$ cat src/rtl/mve_pkg.sv
// Shared opcodes and FSM state encoding for the register-move execution unit.
package mve_pkg;

  localparam logic [3:0] OPC_MOV = 4'b1011;
  localparam logic [3:0] OPC_MVI = 4'b1100;
  localparam logic [3:0] OPC_SWP = 4'b1101;

  typedef enum logic [2:0] {
    ST_IDLE,
    ST_LOAD,
    ST_WAIT,
    ST_WR1,
    ST_WR2,
    ST_DONE
  } state_t;

  function automatic logic opc_legal(input logic [3:0] opc);
    return (opc == OPC_MOV) || (opc == OPC_MVI) || (opc == OPC_SWP);
  endfunction

endpackage

$ cat src/rtl/mve_delay_ctr.sv
// Loadable stall down-counter; zero marks the cycle whose decrement empties it,
// so the caller leaves its wait state after exactly LAT cycles.
module mve_delay_ctr #(
  parameter int LAT = 3
) (
  input  logic clk,
  input  logic rst_n,
  input  logic load,
  input  logic dec,
  output logic zero
);

  localparam int CW = (LAT < 1) ? 1 : $clog2(LAT + 1);

  logic [CW-1:0] cnt;

  always_ff @(posedge clk) begin
    if (!rst_n) begin
      cnt <= '0;
    end else if (load) begin
      cnt <= CW'(LAT);
    end else if (dec && (cnt != '0)) begin
      cnt <= cnt - CW'(1);
    end
  end

  assign zero = (cnt <= CW'(1));

endmodule

$ cat src/rtl/mve_unit.sv
// Register-move execution unit (MOV / MVI / SWP) driving an external register file.
// Define MVE_BACK2BACK_EN to let DONE accept a new start directly.
module mve_unit
  import mve_pkg::*;
#(
  parameter int DW  = 8,
  parameter int AW  = 3,
  parameter int LAT = 3
) (
  input  logic          clk,
  input  logic          rst_n,
  input  logic          start,
  input  logic [3:0]    ctr1,
  input  logic [AW-1:0] radd1,
  input  logic [AW-1:0] radd2,
  input  logic [DW-1:0] imm,
  output logic [AW-1:0] rf_raddr_a,
  input  logic [DW-1:0] rf_rdata_a,
  output logic [AW-1:0] rf_raddr_b,
  input  logic [DW-1:0] rf_rdata_b,
  output logic          rf_we,
  output logic [AW-1:0] rf_waddr,
  output logic [DW-1:0] rf_wdata,
  output logic          busy,
  output logic          ctr2,
  output logic          err
);

`ifdef MVE_BACK2BACK_EN
  localparam logic DONE_BUSY = 1'b0;
`else
  localparam logic DONE_BUSY = 1'b1;
`endif

  state_t        state;
  logic [3:0]    opc;
  logic [AW-1:0] dst;
  logic [AW-1:0] src;
  logic [DW-1:0] imm_q;
  logic [DW-1:0] src_val;
  logic [DW-1:0] dst_val;
  logic          accept;
  logic          ctr_zero;
  logic [DW-1:0] wr1_data;

  mve_delay_ctr #(.LAT(LAT)) u_delay (
    .clk  (clk),
    .rst_n(rst_n),
    .load (state == ST_LOAD),
    .dec  (state == ST_WAIT),
    .zero (ctr_zero)
  );

  always_comb begin
    accept = start && (state == ST_IDLE);
`ifdef MVE_BACK2BACK_EN
    if (start && (state == ST_DONE)) accept = 1'b1;
`endif
  end

  // With LAT=0 the first write is issued on the same edge as operand capture,
  // so the source value must bypass the holding register.
  always_comb begin
    wr1_data = (state == ST_LOAD) ? rf_rdata_a : src_val;
    if (opc == OPC_MVI) wr1_data = imm_q;
  end

  always_ff @(posedge clk) begin
    if (!rst_n) begin
      state      <= ST_IDLE;
      opc        <= '0;
      dst        <= '0;
      src        <= '0;
      imm_q      <= '0;
      src_val    <= '0;
      dst_val    <= '0;
      rf_raddr_a <= '0;
      rf_raddr_b <= '0;
      rf_we      <= 1'b0;
      rf_waddr   <= '0;
      rf_wdata   <= '0;
      busy       <= 1'b0;
      ctr2       <= 1'b0;
      err        <= 1'b0;
    end else begin
      rf_we <= 1'b0;
      ctr2  <= 1'b0;
      err   <= 1'b0;
      case (state)
        ST_LOAD: begin
          if (!opc_legal(opc)) begin
            state <= ST_IDLE;
            busy  <= 1'b0;
          end else begin
            src_val <= rf_rdata_a;
            dst_val <= rf_rdata_b;
            if (LAT == 0) begin
              state    <= ST_WR1;
              rf_we    <= 1'b1;
              rf_waddr <= dst;
              rf_wdata <= wr1_data;
            end else begin
              state <= ST_WAIT;
            end
          end
        end
        ST_WAIT: begin
          if (ctr_zero) begin
            state    <= ST_WR1;
            rf_we    <= 1'b1;
            rf_waddr <= dst;
            rf_wdata <= wr1_data;
          end
        end
        ST_WR1: begin
          if (opc == OPC_SWP) begin
            state    <= ST_WR2;
            rf_we    <= 1'b1;
            rf_waddr <= src;
            rf_wdata <= dst_val;
          end else begin
            state <= ST_DONE;
            ctr2  <= 1'b1;
            busy  <= DONE_BUSY;
          end
        end
        ST_WR2: begin
          state <= ST_DONE;
          ctr2  <= 1'b1;
          busy  <= DONE_BUSY;
        end
        ST_DONE: begin
          state <= ST_IDLE;
          busy  <= 1'b0;
        end
        default: begin
          state <= ST_IDLE;
          busy  <= 1'b0;
        end
      endcase

      if (accept) begin
        state      <= ST_LOAD;
        opc        <= ctr1;
        dst        <= radd1;
        src        <= radd2;
        imm_q      <= imm;
        rf_raddr_a <= radd2;
        rf_raddr_b <= radd1;
        err        <= !opc_legal(ctr1);
        busy       <= 1'b1;
      end
    end
  end

endmodule

$ cat config.mk
export PLATFORM = sky130hd
export DESIGN_NAME = mve_unit
export DESIGN_NICKNAME = d
export VERILOG_FILES = /design/src/rtl/mve_pkg.sv /design/src/rtl/mve_delay_ctr.sv /design/src/rtl/mve_unit.sv
export SDC_FILE = /design/constraint.sdc
export NUM_CORES = 1
export LEC_CHECK = 0
export CAP_MARGIN = 10
export CORE_ASPECT_RATIO = 0.5
export CORE_UTILIZATION = 44
export DETAILED_ROUTE_END_ITERATION = 12
export PLACE_DENSITY_LB_ADDON = 0.12
export RECOVER_POWER = 50
export SKIP_CTS_REPAIR_TIMING = 1
export SLEW_MARGIN = 5
export SYNTH_ARGS = -nofsm -noshare
export SYNTH_HDL_FRONTEND = slang
export SYNTH_HIERARCHICAL = 1
export SYNTH_SLANG_ARGS = --single-unit
$ cat constraint.sdc
create_clock -name clk -period 1.62 [get_ports clk]
set_clock_uncertainty 0.1 [all_clocks]
set_input_delay 0.243 -clock clk [delete_from_list [all_inputs] [get_ports clk]]
set_output_delay 0.243 -clock clk [all_outputs]
set_load 0.03 [all_outputs]
=== Word-level counts from Yosys, hierarchy flattened ===
Index checks and enable logic that the tools add are counted.
Widths: inputs -> output; s select.

* Register bits: 54
* Output and inout port bits: 21
* Word-level logic and storage cells: 74

* Add/sub/neg operators: 1
* $lt $le $gt $ge: 1
* Equal/unequal tests: 16
* Mux-type cells: 24
* Bitwise gates (word level): 1
* Reduce and logical (&&, ||, !) cells: 16

{| class="wikitable"
|+ Operators with widths
! kind !! number
|-
| $mux 8 || 4
|-
| $eq 4x4->1 const B || 6
|-
| $pmux 8 s2 || 1
|-
| $pmux 3 s4 || 1
|-
| $mux 3 || 3
|-
| $ne 3x3->1 const B || 3
|-
| $mux 1 || 8
|-
| $eq 3x2->1 const B || 2
|-
| $mux 2 || 3
|-
| $ne 2x2->1 const B || 3
|-
| $pmux 3 s2 || 1
|-
| $reduce_and 3->1 || 2
|-
| $reduce_bool 2->1 || 3
|-
| $logic_or 1x1->1 || 4
|-
| $pmux 1 s2 || 2
|-
| $pmux 1 s4 || 1
|-
| $reduce_and 2->1 || 2
|-
| $eq 3x1->1 const B || 1
|-
| $eq 3x3->1 const B || 1
|-
| $logic_not 3->1 || 1
|-
| $le 2x1->1 const B || 1
|-
| $logic_and 1x1->1 || 2
|-
| $reduce_or 2->1 || 1
|-
| $sub 2x1->2 const B || 1
|-
| other kinds (2) || 2
|}

=== Longest topological paths before layout ===
Gate-level depths: netlist (run 1).

* Depth in word-level cells: 6
* Depth in mapped cells: 7
* Mapped depth without buffers: 6

=== Cells and area by module ===
Netlist (run 1), hierarchy kept.

{| class="wikitable"
|+ By module, submodules not included
! module !! times used !! cells each !! area an instance (um2)
|-
| mve_unit || 1 || 249 || 2243.4
|-
| mve_delay_ctr || 1 || 13 || 141.4
|}

=== Least setup slack after synthesis (run 1) ===
No wires, ideal clock.

* Path type: reg-to-reg
* From: register state[2]
* To: register rf_wdata[0]
* Arrival time: 1.339 ns
* Data required time: 1.397 ns
* Setup slack: 0.059 ns
* Stages on the path, launching flop included: 7
* Path buffers: 2
* Period minus slack after synthesis: 1.561 ns
* Cell sequence: dfxtp_1 buf_2 nor3b_2 buf_6 mux2i_1 a211oi_1 a221o_2

* Longest elaborated chain between the ends: 5

{| class="wikitable"
|+ Ends and longest elaborated chain
! what !! line !! RTL
|-
| start: declaration || mve_unit.sv:35 || <nowiki>state_t state;</nowiki>
|-
| start signal: assignment || mve_unit.sv:70 || <nowiki>state <= ST_IDLE;</nowiki>
|-
| start signal: assignment || mve_unit.sv:92 || <nowiki>state <= ST_IDLE;</nowiki>
|-
| start signal: assignment || mve_unit.sv:98 || <nowiki>state <= ST_WR1;</nowiki>
|-
| $eq 3x1->1 || mve_unit.sv:64 || <nowiki>wr1_data = (state == ST_LOAD) ? rf_rdata_a : src_val;</nowiki>
|-
| $mux 8 || mve_unit.sv:64 ||
|-
| $mux 8 || mve_unit.sv:65 || <nowiki>if (opc == OPC_MVI) wr1_data = imm_q;</nowiki>
|-
| $mux 8 || mve_unit.sv:108 || <nowiki>if (ctr_zero) begin</nowiki>
|-
| $pmux 8 s2 || mve_unit.sv:89 || <nowiki>case (state)</nowiki>
|-
| end signal: assignment || mve_unit.sv:101 || <nowiki>rf_wdata <= wr1_data;</nowiki>
|-
| end signal: assignment || mve_unit.sv:112 || <nowiki>rf_wdata <= wr1_data;</nowiki>
|-
| end signal: assignment || mve_unit.sv:120 || <nowiki>rf_wdata <= dst_val;</nowiki>
|-
| end: declaration || mve_unit.sv:23 || <nowiki>output logic [DW-1:0] rf_wdata,</nowiki>
|}

Several ways; a longest one is shown, not always the timed one. The select of a mux whose other input is x is not followed.
A chain may end at the register's enable or synchronous reset.

=== Worst setup path in the final report (run 1) ===
* From: register state[2]
* To: register rf_wdata[5]

Same word-level chain as after synthesis.

==> impl_metrics.tcl, run 1 <==
set metrics [dict create \
    synth_seq_cells 54 \
    fp.dieW_um 106 \
    synth_top_area_share_pct 45.3 \
    core.rowCount 18 \
    numCtsBuffers 5 \
    finalSetupTns_ps 0 \
    fin_area_um2 3310 \
    cts-root-buf "clkbuf_8" \
    drc 0 \
    reg2reg_slack_ps 30 \
    syn_area_um2 2380 \
    grt_max_degree 43 \
    grt_pass1_wl_mm 9.15 \
    vias_per_cell 5.20 \
    wl_per_cell_um 14.7 \
    syn_nets 301 \
    place_area_um2 3120 \
    dp_hpwl_mm 4.09 \
    first_global_vias 1925 \
    setup_ws_ps 25.4 \
    synth_area_leaders "dfxtp_1, nand2_1, mux2i_1" \
    route.vias.total 2064 \
    rsz0062_at_grt "yes" \
    clkSinkCount 54 \
    first_iter_violations 79 \
    firstDrtPassIters 4 \
    hp-start "rst_n" \
    worstSetupPathType "register to register" \
    min_path_type "input port to register" \
    drive_above_1_share_pct 16.5 \
    yosysMostFrequentCell "nand2_1" \
    drtAntennaViolNets 0 \
    worstHoldEndpoint "state[1]" \
    hold_depth 3 \
    synth_commonest_cells "nand2_1, dfxtp_1, nand3_1" \
    maxSlewViolCount 0 \
    worst_setup_path_end_kind "register" \
    relSlewSlack_pct 73.8 \
    ff_latch_area_um2 1090 \
    finalHoldViolations 0 \
    rr_endpoint "rf_wdata[5]" \
    fmax_mhz 627 \
    dp_slack_ps -64.1 \
    crit_arrival_ps 1710 \
    powerDensity_nw_per_um2 812 \
    period_share_pct 98.4 \
    required_ps 1730 \
    nNetsFinal 365 \
    synthCells 262 \
    n_antenna_cell 0 \
    p_leak_uw 0.00156 \
    cts_max_level 2 \
    die_h_um 54.1 \
    total_power_uw 2690 \
    ir_drop_v 0.000417 \
    async_flop_share_pct 0 \
    r2r_start "state[2]" \
    status "finished clean" \
    grt_use_total_pct 21.3 \
    cp_max_fo 13 \
    post-route-min-period_ps 1590 \
    start_util_pct 47.1 \
    avgSynthCellArea_um2 9.10 \
    clock_latency_ps 310 \
    core_area_um2 5070 \
    fillers 450 \
    seq_area_frac_synth_pct 45.3 \
    gp_congestion 0.766 \
    drt-total-wl_mm 5.84 \
    cts_tree "yes" \
    max-clock-path-buffers 2 \
    antenna_found_initial 0 \
    setup_violations 0 \
    num_io_pins 58 \
    dieArea_um2 5740 \
    critPathLaunchType "register" \
    synth_ff_type "dfxtp_1" \
    synthDistinctLibCells 41 \
    gr-total-overflow 0 \
    portBuffers 57 \
    syn_to_final_growth_pct 39.0 \
    synth_edf_count 0 \
    multi_input_area_um2 1220 \
    reg2reg_depth 5 \
    path_clk_slew_ps 100 \
    worst_slew_pin_slew_ps 393 \
    drv_cap 0 \
    yosys_warnings 6 \
    yosys.area.top_type "dfxtp_1" \
]
power by group:
group	switching, uW	total (uW)	internal (uW)
Clock	470	939	469
Combinational	171	366	195
Sequential	23.8	1390	1360
Total	665	2690	2030
flip-flops by register name, indices dropped and copies added (netlist names):
name and cells:
err 1, ctr2 1, dst 3, state 3
dst_val 8, busy 1, src_val 8, imm_q 8
src 3, rf_wdata 8, rf_we 1, opc 4
u_delay/cnt 2, rf_waddr 3
per-layer routing:
| layer | vias up | share of wire, % | wire, um | track usage [%] |
|---|---|---|---|---|
| met5 | - | 0 | 0 | 0 |
| met4 | 0 | 0.60 | 35 | 5.56 |
| met3 | 4 | 5.0 | 292 | 5.93 |
| met2 | 46 | 46 | 2690 | 36.3 |
| met1 | 960 | 48 | 2830 | 27.2 |
| li1 | 1054 | - | - | - |
layout make-up:
type	count	share of cell area (%)
Timing Repair Buffer	76	23.9
Tap cell	70	2.64
Multi-Input combinational cell	186	36.8
Clock inverter	3	1.43
Sequential cell	54	32.8
Inverter	3	0.340
Clock buffer	5	2.08
placed cells by master (no fill, tap or decap), types with 2 or more instances in the layout:
cell type	synthesis	layout
dfxtp_1	54	49
nor2b_1	3	2
dfxtp_2	0	5
o21ai_1	4	3
nor2b_2	1	2
o2bb2ai_1	4	3
inv_1	3	3
mux2i_1	12	11
a21boi_0	11	11
a211oi_1	8	7
clkdlybuf4s50_1	0	35
a221o_2	7	7
ha_1	2	2
a21oi_1	3	3
buf_12	0	5
a21boi_1	9	9
clkbuf_8	0	5
nand4bb_1	3	3
buf_4	3	13
nand3_1	17	17
o21ai_0	14	14
o21a_1	2	2
clkbuf_1	3	4
nand2_1	56	56
dlymetal6s2s_1	0	17
nor2_1	12	12
nand3b_1	2	2
critical path: stages, from the launching register on:
cell and delay (ps):
dfxtp_2 350, nor3b_4 230, buf_12 180, mux2i_2 230
a211oi_2 100, a221o_2 290
cell families after synthesis:
group	synth area share [%]
adders and majority gates	1.05
buffers and inverters	5.04
DFF	45.3
and+or+nand+nor	21.9
muxes	5.04
AOI/OAI and AO/OA	21.6
stage by stage:
stage	util [%]	hold slack [ps]	std cells
finish	65.4	268	397
global route	65.4	273	397
CTS	63.9	260	395
detailed placement	61.6	354	387
global placement	61.6	344	387
floorplan	-	231	262
worst max-delay path by stage:
stage | endpoint | from
floorplan | rf_wdata[0] | state[2]
global placement | imm_q[2] | start
detailed placement | imm_q[4] | start
CTS | rf_waddr[2] | rf_waddr[2]
global route | rf_wdata[5] | state[2]
finish | rf_wdata[5] | state[2]
No activity file was read; power rests on OpenSTA's default activity.
==> run 2: changes to the inputs <==
Settings changed: CORE_MARGIN set to 3.
==> run 2 against run 1 <==
Effect of this change:
- the run now ends with setup timing left
- die area increased by 11%
- wire length increased by 14%
- global-route usage decreased by 2.6 points
- core utilization increased by 0.86 points
- clock power decreased by 2.3%
- flip-flop and latch count unchanged
- worst hold slack got worse by 170 ps
- cell area increased by 1.3%
- cell count increased by 0.76%
- total power increased by 0.10%
- maximum frequency decreased by 5.4%
- combinational power increased by 6.8%
==> impl_metrics.tcl, run 2 (same netlist as run 1, synthesis figures left out) <==
set metrics [dict create \
    antenna_found_initial 0 \
    place_area_um2 3100 \
    dieArea_um2 6390 \
    hp-start "rst_n" \
    first_global_vias 1964 \
    worst_slew_pin_slew_ps 449 \
    nNetsFinal 368 \
    hold_depth 3 \
    relSlewSlack_pct 70.1 \
    finalHoldViolations 0 \
    powerDensity_nw_per_um2 803 \
    worstSetupPathType "register to register" \
    required_ps 1740 \
    critPathLaunchType "register" \
    clock_latency_ps 320 \
    grt_pass1_wl_mm 9.17 \
    num_io_pins 58 \
    clkSinkCount 54 \
    die_h_um 58.1 \
    period_share_pct 104 \
    drive_above_1_share_pct 20.9 \
    numCtsBuffers 5 \
    drv_cap 0 \
    firstDrtPassIters 4 \
    layout_common_cells "nand2_1, dfxtp_1, clkdlybuf4s50_1" \
    status "finished, violations left" \
    critPathSlowestCell "dfxtp_4" \
    final_util_pct 66.3 \
    route.vias.total 2176 \
    cp_max_fo 6 \
    path_delay_family "compound AO/OA/AOI/OAI gates" \
    fp.dieW_um 110 \
    fmax_mhz 593 \
    crit_arrival_ps 1800 \
    layout_commonest_cell "nand2_1" \
    fillers 429 \
    drt-total-wl_mm 6.66 \
    n_antenna_cell 0 \
    fin_area_um2 3360 \
    grt_use_total_pct 18.7 \
    rsz0062_at_grt "yes" \
    crit_buf_inv 1 \
    worstHoldEndpoint "busy" \
    max-clock-path-buffers 2 \
    critPathLaunch "state[2]" \
    cts-root-buf "clkbuf_8" \
    first_iter_violations 102 \
    wl_per_cell_um 16.7 \
    violations "setup timing" \
    maxSlewViolCount 0 \
    min_path_type "input port to register" \
    ir_drop_v 0.000424 \
    syn_to_final_growth_pct 40.8 \
    reg2reg_slack_ps -70 \
    setup_violations 15 \
    drtAntennaViolNets 0 \
    post-route-min-period_ps 1690 \
    gr-total-overflow 0 \
    worst_path_largest_cell_delay_ps 380 \
    gp_congestion 0.835 \
    vias_per_cell 5.44 \
    cts_max_level 2 \
    r2r_start "state[2]" \
    worst_setup_path_end_kind "register" \
    dp_slack_ps -83.7 \
    setup_ws_ps -66.3 \
    path_clk_slew_ps 100 \
    p_leak_uw 0.00125 \
    grt_max_degree 42 \
    drc 0 \
    core.rowCount 18 \
    placedCellCount 385 \
    final_cells 400 \
    start_util_pct 47.1 \
    finalSetupTns_ps -394 \
    crit_chain "nor3b_4, buf_12, mux2i_2, a211oi_2, a221o_2" \
    cts_tree "yes" \
    reg2reg_depth 5 \
    portBuffers 57 \
    rr_endpoint "rf_wdata[5]" \
    dp_hpwl_mm 3.88 \
    core_area_um2 5070 \
]
-- run 2: cell types whose count changed in the layout (fill, tap and decap cells not counted), moves of 3 or more --
| cell | change |
|---|---|
| a211oi_1 | -3 |
| a211oi_2 | +3 |
| buf_4 | -4 |
| clkbuf_1 | +18 |
| clkbuf_16 | +3 |
| dfxtp_1 | +3 |
| dfxtp_2 | -4 |
| dlymetal6s2s_1 | -17 |
| nand3_1 | -9 |
| nand3_2 | +9 |
| o21ai_0 | -9 |
| o21ai_1 | +9 |
-- run 2: per-stage QoR --
step / power, uW / hold slack, ps
global route: 2790 / 86.7
finish: 2700 / 96.5
floorplan: 1590 / 231
global placement: 1770 / 344
CTS: 2670 / 90.7
detailed placement: 1770 / 352
-- run 2: worst reg2reg max path, cell delays in order, from the launching register on --
cell      delay, ps
dfxtp_4         380
nor3b_4         300
buf_12          180
mux2i_2         230
a211oi_2        110
a221o_2         300
-- run 2: worst max path at each step --
stage                     cells past startpoint          end  slack (ps)
after detailed placement                      3   dst_val[5]         -80
after global placement                        4  rf_waddr[2]         -20
final                                         5  rf_wdata[5]         -70
after floorplan                               6  rf_wdata[0]          60
after global routing                          5  rf_wdata[3]        -160
after CTS                                     6  rf_wdata[3]        -110
-- run 2: final cells by class --
class                      count  area (um^2)  area share [%]
inverter                       3         11.3           0.335
timing repair buffer          77          723            21.5
clock inverter                 2         37.5            1.12
tap                           70         87.6            2.61
multi-input combinational    188         1340            39.9
clock buffer                   6         72.6            2.16
sequential                    54         1090            32.3
-- run 2: per-layer routing --
metal  vias up  track usage [%]  wire [um]
met5         -                0          0
met4         0             6.84         72
li1       1066                -          -
met3         8             5.34        502
met1      1035             23.6       2940
met2        67             30.8       3140
-- run 2: power by group --
part           switching [uW]  total (uW)  internal, uW
sequential               25.5        1390          1360
clock                     456         917           462
combinational             191         391           200
total                     672        2700          2020
